$ cat src/rtl/serial_rx_deser.sv
// Async-serial receiver: synchronises the captured line bit and rebuilds framed words
// (start, LSB-first data, optional even parity, stop) with valid/parity/framing strobes.
module serial_rx_deser #(
    parameter int unsigned CLKS_PER_BIT = 16,
    parameter int unsigned DATA_BITS    = 8,
    parameter int unsigned PARITY_EN    = 1
) (
    input  logic                 clk,
    input  logic                 rst,
    input  logic                 rxd,
    output logic [DATA_BITS-1:0] data,
    output logic                 valid,
    output logic                 parity_err,
    output logic                 frame_err,
    output logic                 busy
);

    localparam int unsigned CW = $clog2(CLKS_PER_BIT);
    localparam int unsigned BW = $clog2(DATA_BITS + 1);

    localparam logic [CW-1:0] CNT_HALF = CW'(CLKS_PER_BIT / 2 - 1);
    localparam logic [CW-1:0] CNT_LAST = CW'(CLKS_PER_BIT - 1);
    localparam logic [BW-1:0] BIT_LAST = BW'(DATA_BITS - 1);

    typedef enum logic [2:0] {
        StIdle,
        StStart,
        StData,
        StParity,
        StStop
    } state_t;

    state_t                 state;
    logic   [CW-1:0]        cnt;
    logic   [BW-1:0]        bit_idx;
    logic   [DATA_BITS-1:0] shift;
    logic                   perr;
    logic                   sync1;
    logic                   rxs;
    logic                   rxs_d;

    always_ff @(posedge clk or posedge rst) begin
        if (rst) begin
            state      <= StIdle;
            cnt        <= '0;
            bit_idx    <= '0;
            shift      <= '0;
            perr       <= 1'b0;
            sync1      <= 1'b1;
            rxs        <= 1'b1;
            rxs_d      <= 1'b1;
            data       <= '0;
            valid      <= 1'b0;
            parity_err <= 1'b0;
            frame_err  <= 1'b0;
            busy       <= 1'b0;
        end else begin
            sync1      <= rxd;
            rxs        <= sync1;
            rxs_d      <= rxs;
            valid      <= 1'b0;
            parity_err <= 1'b0;
            frame_err  <= 1'b0;

            unique case (state)
                StIdle: begin
                    cnt <= '0;
                    // Only a high-to-low transition starts a frame; a held-low line is ignored.
                    if (rxs_d && !rxs) begin
                        state <= StStart;
                        busy  <= 1'b1;
                    end
                end

                StStart: begin
                    if (cnt == CNT_HALF) begin
                        cnt <= '0;
                        if (!rxs) begin
                            state   <= StData;
                            bit_idx <= '0;
                            perr    <= 1'b0;
                        end else begin
                            state <= StIdle;
                            busy  <= 1'b0;
                        end
                    end else begin
                        cnt <= cnt + CW'(1);
                    end
                end

                StData: begin
                    if (cnt == CNT_LAST) begin
                        cnt     <= '0;
                        shift   <= {rxs, shift[DATA_BITS-1:1]};
                        bit_idx <= bit_idx + BW'(1);
                        if (bit_idx == BIT_LAST) begin
                            state <= (PARITY_EN != 0) ? StParity : StStop;
                        end
                    end else begin
                        cnt <= cnt + CW'(1);
                    end
                end

                StParity: begin
                    if (cnt == CNT_LAST) begin
                        cnt   <= '0;
                        perr  <= (^shift) ^ rxs;
                        state <= StStop;
                    end else begin
                        cnt <= cnt + CW'(1);
                    end
                end

                StStop: begin
                    if (cnt == CNT_LAST) begin
                        cnt   <= '0;
                        state <= StIdle;
                        busy  <= 1'b0;
                        if (rxs) begin
                            data       <= shift;
                            valid      <= 1'b1;
                            parity_err <= (PARITY_EN != 0) && perr;
                        end else begin
                            frame_err <= 1'b1;
                        end
                    end else begin
                        cnt <= cnt + CW'(1);
                    end
                end

                default: begin
                    state <= StIdle;
                    cnt   <= '0;
                    busy  <= 1'b0;
                end
            endcase
        end
    end

endmodule
$ cat config.mk
export PLATFORM = sky130hd
export DESIGN_NAME = serial_rx_deser
export DESIGN_NICKNAME = d
export VERILOG_FILES = /design/src/rtl/serial_rx_deser.sv
export SDC_FILE = /design/constraint.sdc
export NUM_CORES = 1
export LEC_CHECK = 0
export BUFFER_PORTS_ARGS = -buffer_cell sky130_fd_sc_hd__clkbuf_2
export CAP_MARGIN = 10
export CELL_PAD_IN_SITES_DETAIL_PLACEMENT = 1
export CELL_PAD_IN_SITES_GLOBAL_PLACEMENT = 1
export CORE_UTILIZATION = 47
export DETAILED_ROUTE_END_ITERATION = 8
export PLACE_DENSITY = 0.89
export REMOVE_ABC_BUFFERS = 1
export SKIP_CTS_REPAIR_TIMING = 1
export SLEW_MARGIN = 0
export SYNTH_ARGS = -nofsm -noshare
export SYNTH_HDL_FRONTEND = slang
export SYNTH_SLANG_ARGS = --single-unit
$ cat constraint.sdc
create_clock -name clk -period 2.1 [get_ports clk]
set_clock_uncertainty 0.15 [all_clocks]
set_input_delay 0.21 -clock clk [delete_from_list [all_inputs] [get_ports clk]]
set_output_delay 0.21 -clock clk [all_outputs]
set_load 0.02 [all_outputs]
==> flow_summary.toml, run 1 <==
[floorplan]
ioPinCount = 15
initial_utilization_pct = 51.1
std_cell_rows = 20
floorplan.core_area_sq_um = 3130
die_h_um = 60.3
dieWidth_um = 60.3
fp.dieArea_sq_um = 3640

[drt]
route.antenna.remaining_nets = 0
drt_iter0_drcs = 34
number_of_design_rule_violations_left_after_detail_routing = 0
firstDrtPassIters = 4
route.vias.total = 1070
route.final.wire_length_um = 3450
vias_per_instance = 5.49
detailed_route_wire_length_per_cell_um = 17.7

[critical_path]
critical_path_arrival_ps = 2100
critPathMaxStageDelay_ps = 520
worst_path_max_delay_cell = "or3_4"
crit_chain = "ha_2, nand3_2, or3_4, mux2_4"
cp_num_buf_inv = 0
critical_path_required_ps = 2210
cp_max_fo = 12
start_kind = "flip-flop"
critical_path_class = "reg -> reg"
endpoint_kind = "flip-flop"
critical_path.top_delay_family = "simple AND/OR/NAND/NOR gates"

[global_route]
grt.overflow.total = 0
antenna_violations_before_repair = 0
grt_max_degree = 36
wire_length_of_the_first_global_routing_pass_um = 5680
number_of_global_route_vias_before_repair = 1145
grt_util_all_layers_pct = 22.8

[timing]
slew_violations = 0
layout_setup_ws_ps = 109
max_clock_freq_mhz = 502
finalCritPeriodShare_pct = 94.8
fin_setup_tns_ps = 0
period_minus_slack_ps = 1990
max_slew_margin_pct = 71.3
transition_time_at_the_pin_with_the_least_slew_margin_ps = 431
report.final.hold_viol_count = 0
setup_violations = 0
unrepaired_setup_endpoints_after_global_routing = "no"

[synth]
count_of_flip_flops_with_a_built_in_enable_after_synthesis = 0
syn_area_cell_sq_um = 12.3
synth_top_cell_by_area = "dfrtp_1"
ys_dominant_reg_cell = "dfrtp_1"
netlist.area_leader.share_pct = 50.1
async_flop_share_pct = 100
ys_seq_elements = 35
top_cells_by_area_in_the_synthesized_netlist = "dfrtp_1, mux2_2, mux2_4"
synth_commonest_cells = "dfrtp_1, mux2_2, nor2_1"
syn-cell-area_sq_um = 1600
seq_area_frac_synth_pct = 55.0
cells_after_synthesis = 130
yosys_warnings = 0
post-synth-top-count-cell = "dfrtp_1"
synth_cell_types = 34

[power]
net_sw_power_uw = 560
clock_network_fraction_of_total_power_pct = 30.5
design_power_total_mw = 1.75
p_int_mw = 1.19
vdd_ir_drop_max_v = 0.000677
share_comb_of_total_power_pct = 20.0
p_sw_share_pct = 32.0
power.static_leakage_nw = 0.921
pwr_density_cell_nw_per_um2 = 956
share_seq_of_total_power_pct = 49.5

[clocking]
cts-root-buf = "clkbuf_4"
h-tree-depth = 2
path_clk_slew_ps = 110
clock_tree_from_tritoncts = "built"
cts_made_buffers = 5
clockBufferDepth = 2
cts_num_sinks = 35
clk_latency_ps = 360

[run]
cap_violations = 0

[status]
status = "complete, no violations"

[place]
hpwl_um = 2430
routabilityCongestion = 0.881
place_ws_ps = 87.7
port_buffers = 14

[final_layout]
number_of_nets_in_the_layout = 155
area_delta_synth_final_pct = 14.5
antennaDiodeCount = 0
final_layout_size_suffix_gt1_share_pct = 31.8

[worst_hold_path]
timing.hold.worst.class = "reg -> reg"
[through the flow]
stage / hold WS, ps / area (sq um) / utilization (%) / std cells
2_1_floorplan: 64.5 / 1570 / - / 124
3_3_place_gp: 151 / 1710 / 54.8 / 185
3_5_place_dp: 157 / 1710 / 54.8 / 185
4_1_cts: -233 / 1800 / 57.6 / 193
5_1_grt: 224 / 1830 / 58.5 / 195
6_report: 216 / 1830 / 58.5 / 195
[registers in the layout, summed over array words and instances, names as in the netlist]
name and flops:
data 8, shift 8, bit_idx 4, cnt 4
state 3, busy 1, frame_err 1, parity_err 1
perr 1, rxs 1, rxs_d 1, sync1 1
valid 1
[metal layers]
metal / global-route usage [%] / share of wire (%) / vias up
met3: 5.97 / 3.6 / 11
met5: 0 / 0 / -
li1: - / - / 490
met2: 37.0 / 53 / 20
met1: 27.2 / 40 / 549
met4: 13.6 / 2.7 / 0
[worst register-to-register path: stages (launching register included)]
cell and delay, ps:
dfrtp_1 430, ha_2 270, nand3_2 180, or3_4 520, mux2_4 340
[power groups by stage]
stage	registers, mW	clock network (mW)	logic [mW]
2_1_floorplan	0.849	0	0.234
3_3_place_gp	0.860	0	0.302
3_5_place_dp	0.872	0	0.335
4_1_cts	0.859	0.538	0.337
6_report	0.866	0.534	0.350
5_1_grt	0.879	0.568	0.389
[worst paths after layout]
kind                         from  cells past startpoint  slack [ps]       end
setup / recovery           cnt[0]                      4         110  shift[5]
hold / removal              sync1                      0         220       rxs
setup reg to reg           cnt[0]                      4         110  shift[5]
hold reg to reg             sync1                      0         220       rxs
max in group asynchronous     rst                      4        1130     rxs_d
min in group asynchronous     rst                      4         330     valid
[cells by family (layout without fill, tap and decap cells)]
kind of cell	count (synthesis)	count (layout)	synth area share [%]
AND/OR/NAND/NOR	39	39	14.1
flip-flops	35	35	55.0
multiplexers	16	16	12.7
AO/OA/AOI/OAI	14	14	5.40
XOR/XNOR	13	13	7.98
buffers and inverters	11	32	3.29
adder cells (fa/ha/maj)	2	2	1.56
[placed cells by master (no fill, tap or decap)]
cell / synthesis / layout
dfrtp_1: 32 / 32
clkbuf_2: 0 / 14
nor2_1: 10 / 10
mux2_2: 10 / 10
xnor2_1: 8 / 8
mux2_4: 6 / 6
o21ai_0: 6 / 6
inv_1: 5 / 5
clkbuf_4: 0 / 5
nand3_1: 4 / 4
xor2_1: 4 / 4
nand2_1: 4 / 4
and3_1: 3 / 3
nor3_1: 3 / 3
a21oi_1: 3 / 3
buf_4: 0 / 3
dfstp_2: 3 / 3
nand2b_1: 2 / 2
nor4b_1: 2 / 2
nand4b_1: 2 / 2
nor2b_1: 2 / 2
or4_1: 2 / 2
dlygate4sd3_1: 0 / 2
nand2_4: 0 / 1
nand3_2: 1 / 1
or3_4: 1 / 1
and3b_1: 1 / 1
a311oi_1: 1 / 1
xnor3_1: 1 / 1
nor3b_1: 1 / 1
a211oi_1: 1 / 1
a41o_1: 1 / 1
a21o_1: 1 / 1
o31ai_1: 1 / 1
ha_2: 0 / 1
ha_1: 2 / 1
clkbuf_8: 0 / 1
bufinv_16: 0 / 1
inv_6: 0 / 1
[layout make-up]
class	count	area, sq um
Timing Repair Buffer	19	113
Clock buffer	6	51.3
Sequential cell	35	880
Inverter	5	18.8
Fill cell	325	1300
Multi-Input combinational cell	84	674
Clock inverter	2	38.8
Tap cell	44	55.1
(Power assumes the default switching activity.)
==> run 2, diff against run 1 <==
Settings changed: SETUP_SLACK_MARGIN from default to 0.4.
==> flow_summary.toml, run 2 (synthesis results as in run 1) <==
[floorplan]
die_h_um = 60.3
fp.dieArea_sq_um = 3640
floorplan.core_area_sq_um = 3130
ioPinCount = 15
dieWidth_um = 60.3
initial_utilization_pct = 51.1
std_cell_rows = 20

[timing]
transition_time_at_the_pin_with_the_least_slew_margin_ps = 471
unrepaired_setup_endpoints_after_global_routing = "yes"
setup_violations = 0
finalCritPeriodShare_pct = 87.5
fin_setup_tns_ps = 0
max_slew_margin_pct = 68.6
max_clock_freq_mhz = 544
report.final.hold_viol_count = 0
slew_violations = 0
period_minus_slack_ps = 1840

[global_route]
grt_util_all_layers_pct = 22.8
grt_util_met3_pct = 5.97
number_of_global_route_vias_before_repair = 1145
grt_max_degree = 36
antenna_violations_before_repair = 0
global_route.peak_usage_layer = "met2"
global_route.usage.met1_pct = 27.2
wire_length_of_the_first_global_routing_pass_um = 5680
groute.layer.met2.usage_pct = 37.0
grt.overflow.total = 0

[drt]
route.antenna.remaining_nets = 0
route.final.wire_length_um = 4780
number_of_design_rule_violations_left_after_detail_routing = 0
detailed_route_wire_length_per_cell_um = 23.0
drt_iter0_drcs = 24
route.vias.total = 1179
vias_per_instance = 5.67
firstDrtPassIters = 4

[critical_path]
worst_path_max_delay_cell = "dfrtp_1"
critical_path_arrival_ps = 1930
crit_chain = "ha_4, nand3_4, or3_4, mux2_4"
critPathMaxStageDelay_ps = 460
critical_path.top_delay_family = "simple AND/OR/NAND/NOR gates"
start_kind = "flip-flop"
regToRegEndpoint = "shift[0]"
critical_path_required_ps = 2190
cp_num_buf_inv = 0
critical_path_class = "reg -> reg"
worst_setup_path_startpoint = "cnt[1]"
endpoint_kind = "flip-flop"
cp_max_fo = 7
rr_startpoint = "cnt[1]"
timing.reg2reg.setup_slack_ps = 260
r2r_cells = 4

[final_layout]
antennaDiodeCount = 0
layout.cells.most_common = "dfrtp_1"
area_delta_synth_final_pct = 23.8
layout.cells.most_common_list = "dfrtp_1, clkbuf_2, buf_4, nor2_1, mux2_2"
filler_cell_count = 318
final_layout_size_suffix_gt1_share_pct = 41.5
top_regs = "data (8), shift (8)"
number_of_nets_in_the_layout = 168

[worst_hold_path]
worstHoldStart = "sync1"
timing.hold.worst.class = "reg -> reg"
hold-path-endpoint = "rxs"
hold_path_depth = 0

[clocking]
cts-root-buf = "clkbuf_4"
clk_latency_ps = 360
h-tree-depth = 2
clock_tree_from_tritoncts = "built"
cts_made_buffers = 5
path_clk_slew_ps = 110
clockBufferDepth = 2
cts_num_sinks = 35

[power]
design_power_total_mw = 1.92
pwr_density_cell_nw_per_um2 = 971
power.static_leakage_nw = 0.986
vdd_ir_drop_max_v = 0.000721

[status]
status = "complete, no violations"

[place]
routabilityCongestion = 0.881
hpwl_um = 2430
port_buffers = 14

[run]
cap_violations = 0
run 2: changes by cell type in the layout (fill, tap and decap cells not counted), moves of 2 or more:
cell,before,now
or4_1,2,0
dfrtp_2,0,2
and3_1,3,1
dfrtp_1,32,30
or4_4,0,2
and3_4,0,2
buf_4,3,14
run 2: layer usage:
layer	up-vias	routed length, um
met1	605	1840
met2	35	2560
li1	521	-
met5	-	0
met4	0	204
met3	18	168
run 2: worst max path at each step:
stage                     cells after the start  endpoint
after floorplan                               5   data[0]
after global placement                        5   data[2]
after detailed placement                      5   data[7]
after CTS                                     5   data[6]
after global routing                          4  shift[0]
final                                         4  shift[0]
run 2: per-stage QoR:
| stage | area [sq um] | utilization [%] | hold slack, ps | worst slack, ps | instances |
|---|---|---|---|---|---|
| after detailed placement | 1710 | 54.8 | 157 | 87.7 | 185 |
| after floorplan | 1570 | - | 64.5 | 289 | 124 |
| after global routing | 1980 | 63.3 | 225 | 235 | 208 |
| final | 1980 | 63.3 | 219 | 262 | 208 |
| after CTS | 1800 | 57.6 | -233 | 68.0 | 193 |
| after global placement | 1710 | 54.8 | 151 | 199 | 185 |
run 2: power by group:
part           switching [mW]  internal, mW  leakage, nW
registers               0.131         0.750        0.461
clock network           0.249         0.287       0.0489
logic                   0.271         0.235        0.476
total                   0.651          1.27        0.986
run 2: worst reg2reg max path, cell delays in order, from the launching register on:
cell and delay (ps):
dfrtp_1 460, ha_4 210, nand3_4 130, or3_4 440, mux2_4 320
run 2: layout make-up:
class                   instances  area, sq um  area share [%]
inverters                       5         18.8           0.948
clock buffers                   6         51.3            2.59
repair buffers                 30          195            9.86
well taps                      44         55.1            2.78
multi-input cells              86          734            37.1
clock inverters                 2         38.8            1.96
flip-flops and latches         35          886            44.8
==> run 3, diff against run 2 <==
Settings changed: CORE_UTILIZATION 47 to 50, PLACE_DENSITY 0.89 to 0.93, SLEW_MARGIN 0 to 20.
Clock period 2.1 ns to 2.3 ns, I/O delays scaled along.
==> flow_summary.toml, run 3 (synthesis results as in run 1) <==
[global_route]
grt_max_degree = 36
wire_length_of_the_first_global_routing_pass_um = 5330
antenna_violations_before_repair = 0
grt.overflow.total = 0
number_of_global_route_vias_before_repair = 1070
grt_util_all_layers_pct = 22.4

[timing]
max_clock_freq_mhz = 512
report.final.hold_viol_count = 0
setup_violations = 0
layout_setup_ws_ps = 348
slew_violations = 0
max_slew_margin_pct = 70.3
final.hold.worst_slack_ps = 216
finalCritPeriodShare_pct = 84.9
fin_setup_tns_ps = 0
period_minus_slack_ps = 1950
unrepaired_setup_endpoints_after_global_routing = "yes"
transition_time_at_the_pin_with_the_least_slew_margin_ps = 445

[critical_path]
critical_path_required_ps = 2400
cp_max_fo = 12
critPathMaxStageDelay_ps = 530
endpoint_kind = "flip-flop"
crit_chain = "nand2b_2, or3_4, mux2_4"
critical_path_class = "reg -> reg"
worst_path_max_delay_cell = "dfrtp_1"
start_kind = "flip-flop"
critical_path_arrival_ps = 2050

[clocking]
clock_tree_from_tritoncts = "built"
cts_made_buffers = 5
cts_num_sinks = 35
cts-root-buf = "clkbuf_4"
path_clk_slew_ps = 110
clk_latency_ps = 350
h-tree-depth = 2
clockBufferDepth = 2

[final_layout]
top_regs = "data (8), shift (8)"
area_delta_synth_final_pct = 13.5
layout.cells.most_common_list = "dfrtp_1, clkbuf_2, nor2_1, mux2_2, xnor2_1"
post_layout_nonfiller_instances = 194
post-route-util_pct = 59.4
post-route-cell-area_sq_um = 1810
filler_cell_count = 327
final_layout_size_suffix_gt1_share_pct = 32.0
number_of_nets_in_the_layout = 154
layout.cells.most_common = "dfrtp_1"
antennaDiodeCount = 0

[drt]
drt_iter0_drcs = 32
detailed_route_wire_length_per_cell_um = 21.9
vias_per_instance = 5.63
route.vias.total = 1093
route.antenna.remaining_nets = 0
number_of_design_rule_violations_left_after_detail_routing = 0
route.final.wire_length_um = 4250
firstDrtPassIters = 4

[floorplan]
dieWidth_um = 58.6
fp.dieArea_sq_um = 3430
std_cell_rows = 20
die_h_um = 58.6
initial_utilization_pct = 52.4
floorplan.core_area_sq_um = 3050
ioPinCount = 15

[run]
cap_violations = 0

[worst_hold_path]
timing.hold.worst.class = "reg -> reg"

[place]
routabilityCongestion = 0.912
hpwl_um = 2300
place_ws_ps = 310
post-place-cells = 183
placement.cell_area_sq_um = 1700
port_buffers = 14

[power]
pwr_density_cell_nw_per_um2 = 845
vdd_ir_drop_max_v = 0.000459
power.static_leakage_nw = 0.905
design_power_total_mw = 1.53

[status]
status = "complete, no violations"
run 3: cell types whose count changed in the layout (fill, tap and decap cells not counted), moves of 2 or more:
cell,delta
buf_4,-13
dfrtp_1,+2
dfrtp_2,-2
or4_1,+2
or4_4,-2
run 3: report_power, final:
group	leakage, nW	total [mW]	internal (mW)	switching, mW
Clock	0.0353	0.364	0.148	0.216
Sequential	0.464	0.808	0.682	0.126
Combinational	0.406	0.361	0.154	0.207
run 3: final cells by class:
type | instances | area (sq um) | area share (%)
multi-input cells | 85 | 703 | 38.8
flip-flops and latches | 35 | 880 | 48.5
inverters | 5 | 18.8 | 1.03
clock buffers | 7 | 55.1 | 3.03
well taps | 44 | 55.1 | 3.03
clock inverters | 1 | 5.00 | 0.276
repair buffers | 17 | 97.6 | 5.38
run 3: routing by layer:
layer,track usage (%),vias to the layer above,share of wire [%]
li1,-,491,-
met1,28.2,559,40
met2,35.6,31,53
met3,6.81,12,4.0
met4,10.2,0,2.7
met5,0,-,0
run 3: final timing paths:
kind                          start       end  slack [ps]  cells past startpoint
min in group asynchronous       rst  shift[6]         380                      4
hold reg to reg               sync1       rxs         220                      0
setup / recovery           state[2]  shift[1]         350                      3
max in group asynchronous       rst     rxs_d        1280                      4
setup reg to reg           state[2]  shift[1]         350                      3
hold / removal                sync1       rxs         220                      0
run 3: critical path, delay by kind of cell (launching register included):
kind / cells / cell delay (ps)
simple gates: 2 / 820
flops: 1 / 530
mux: 1 / 340
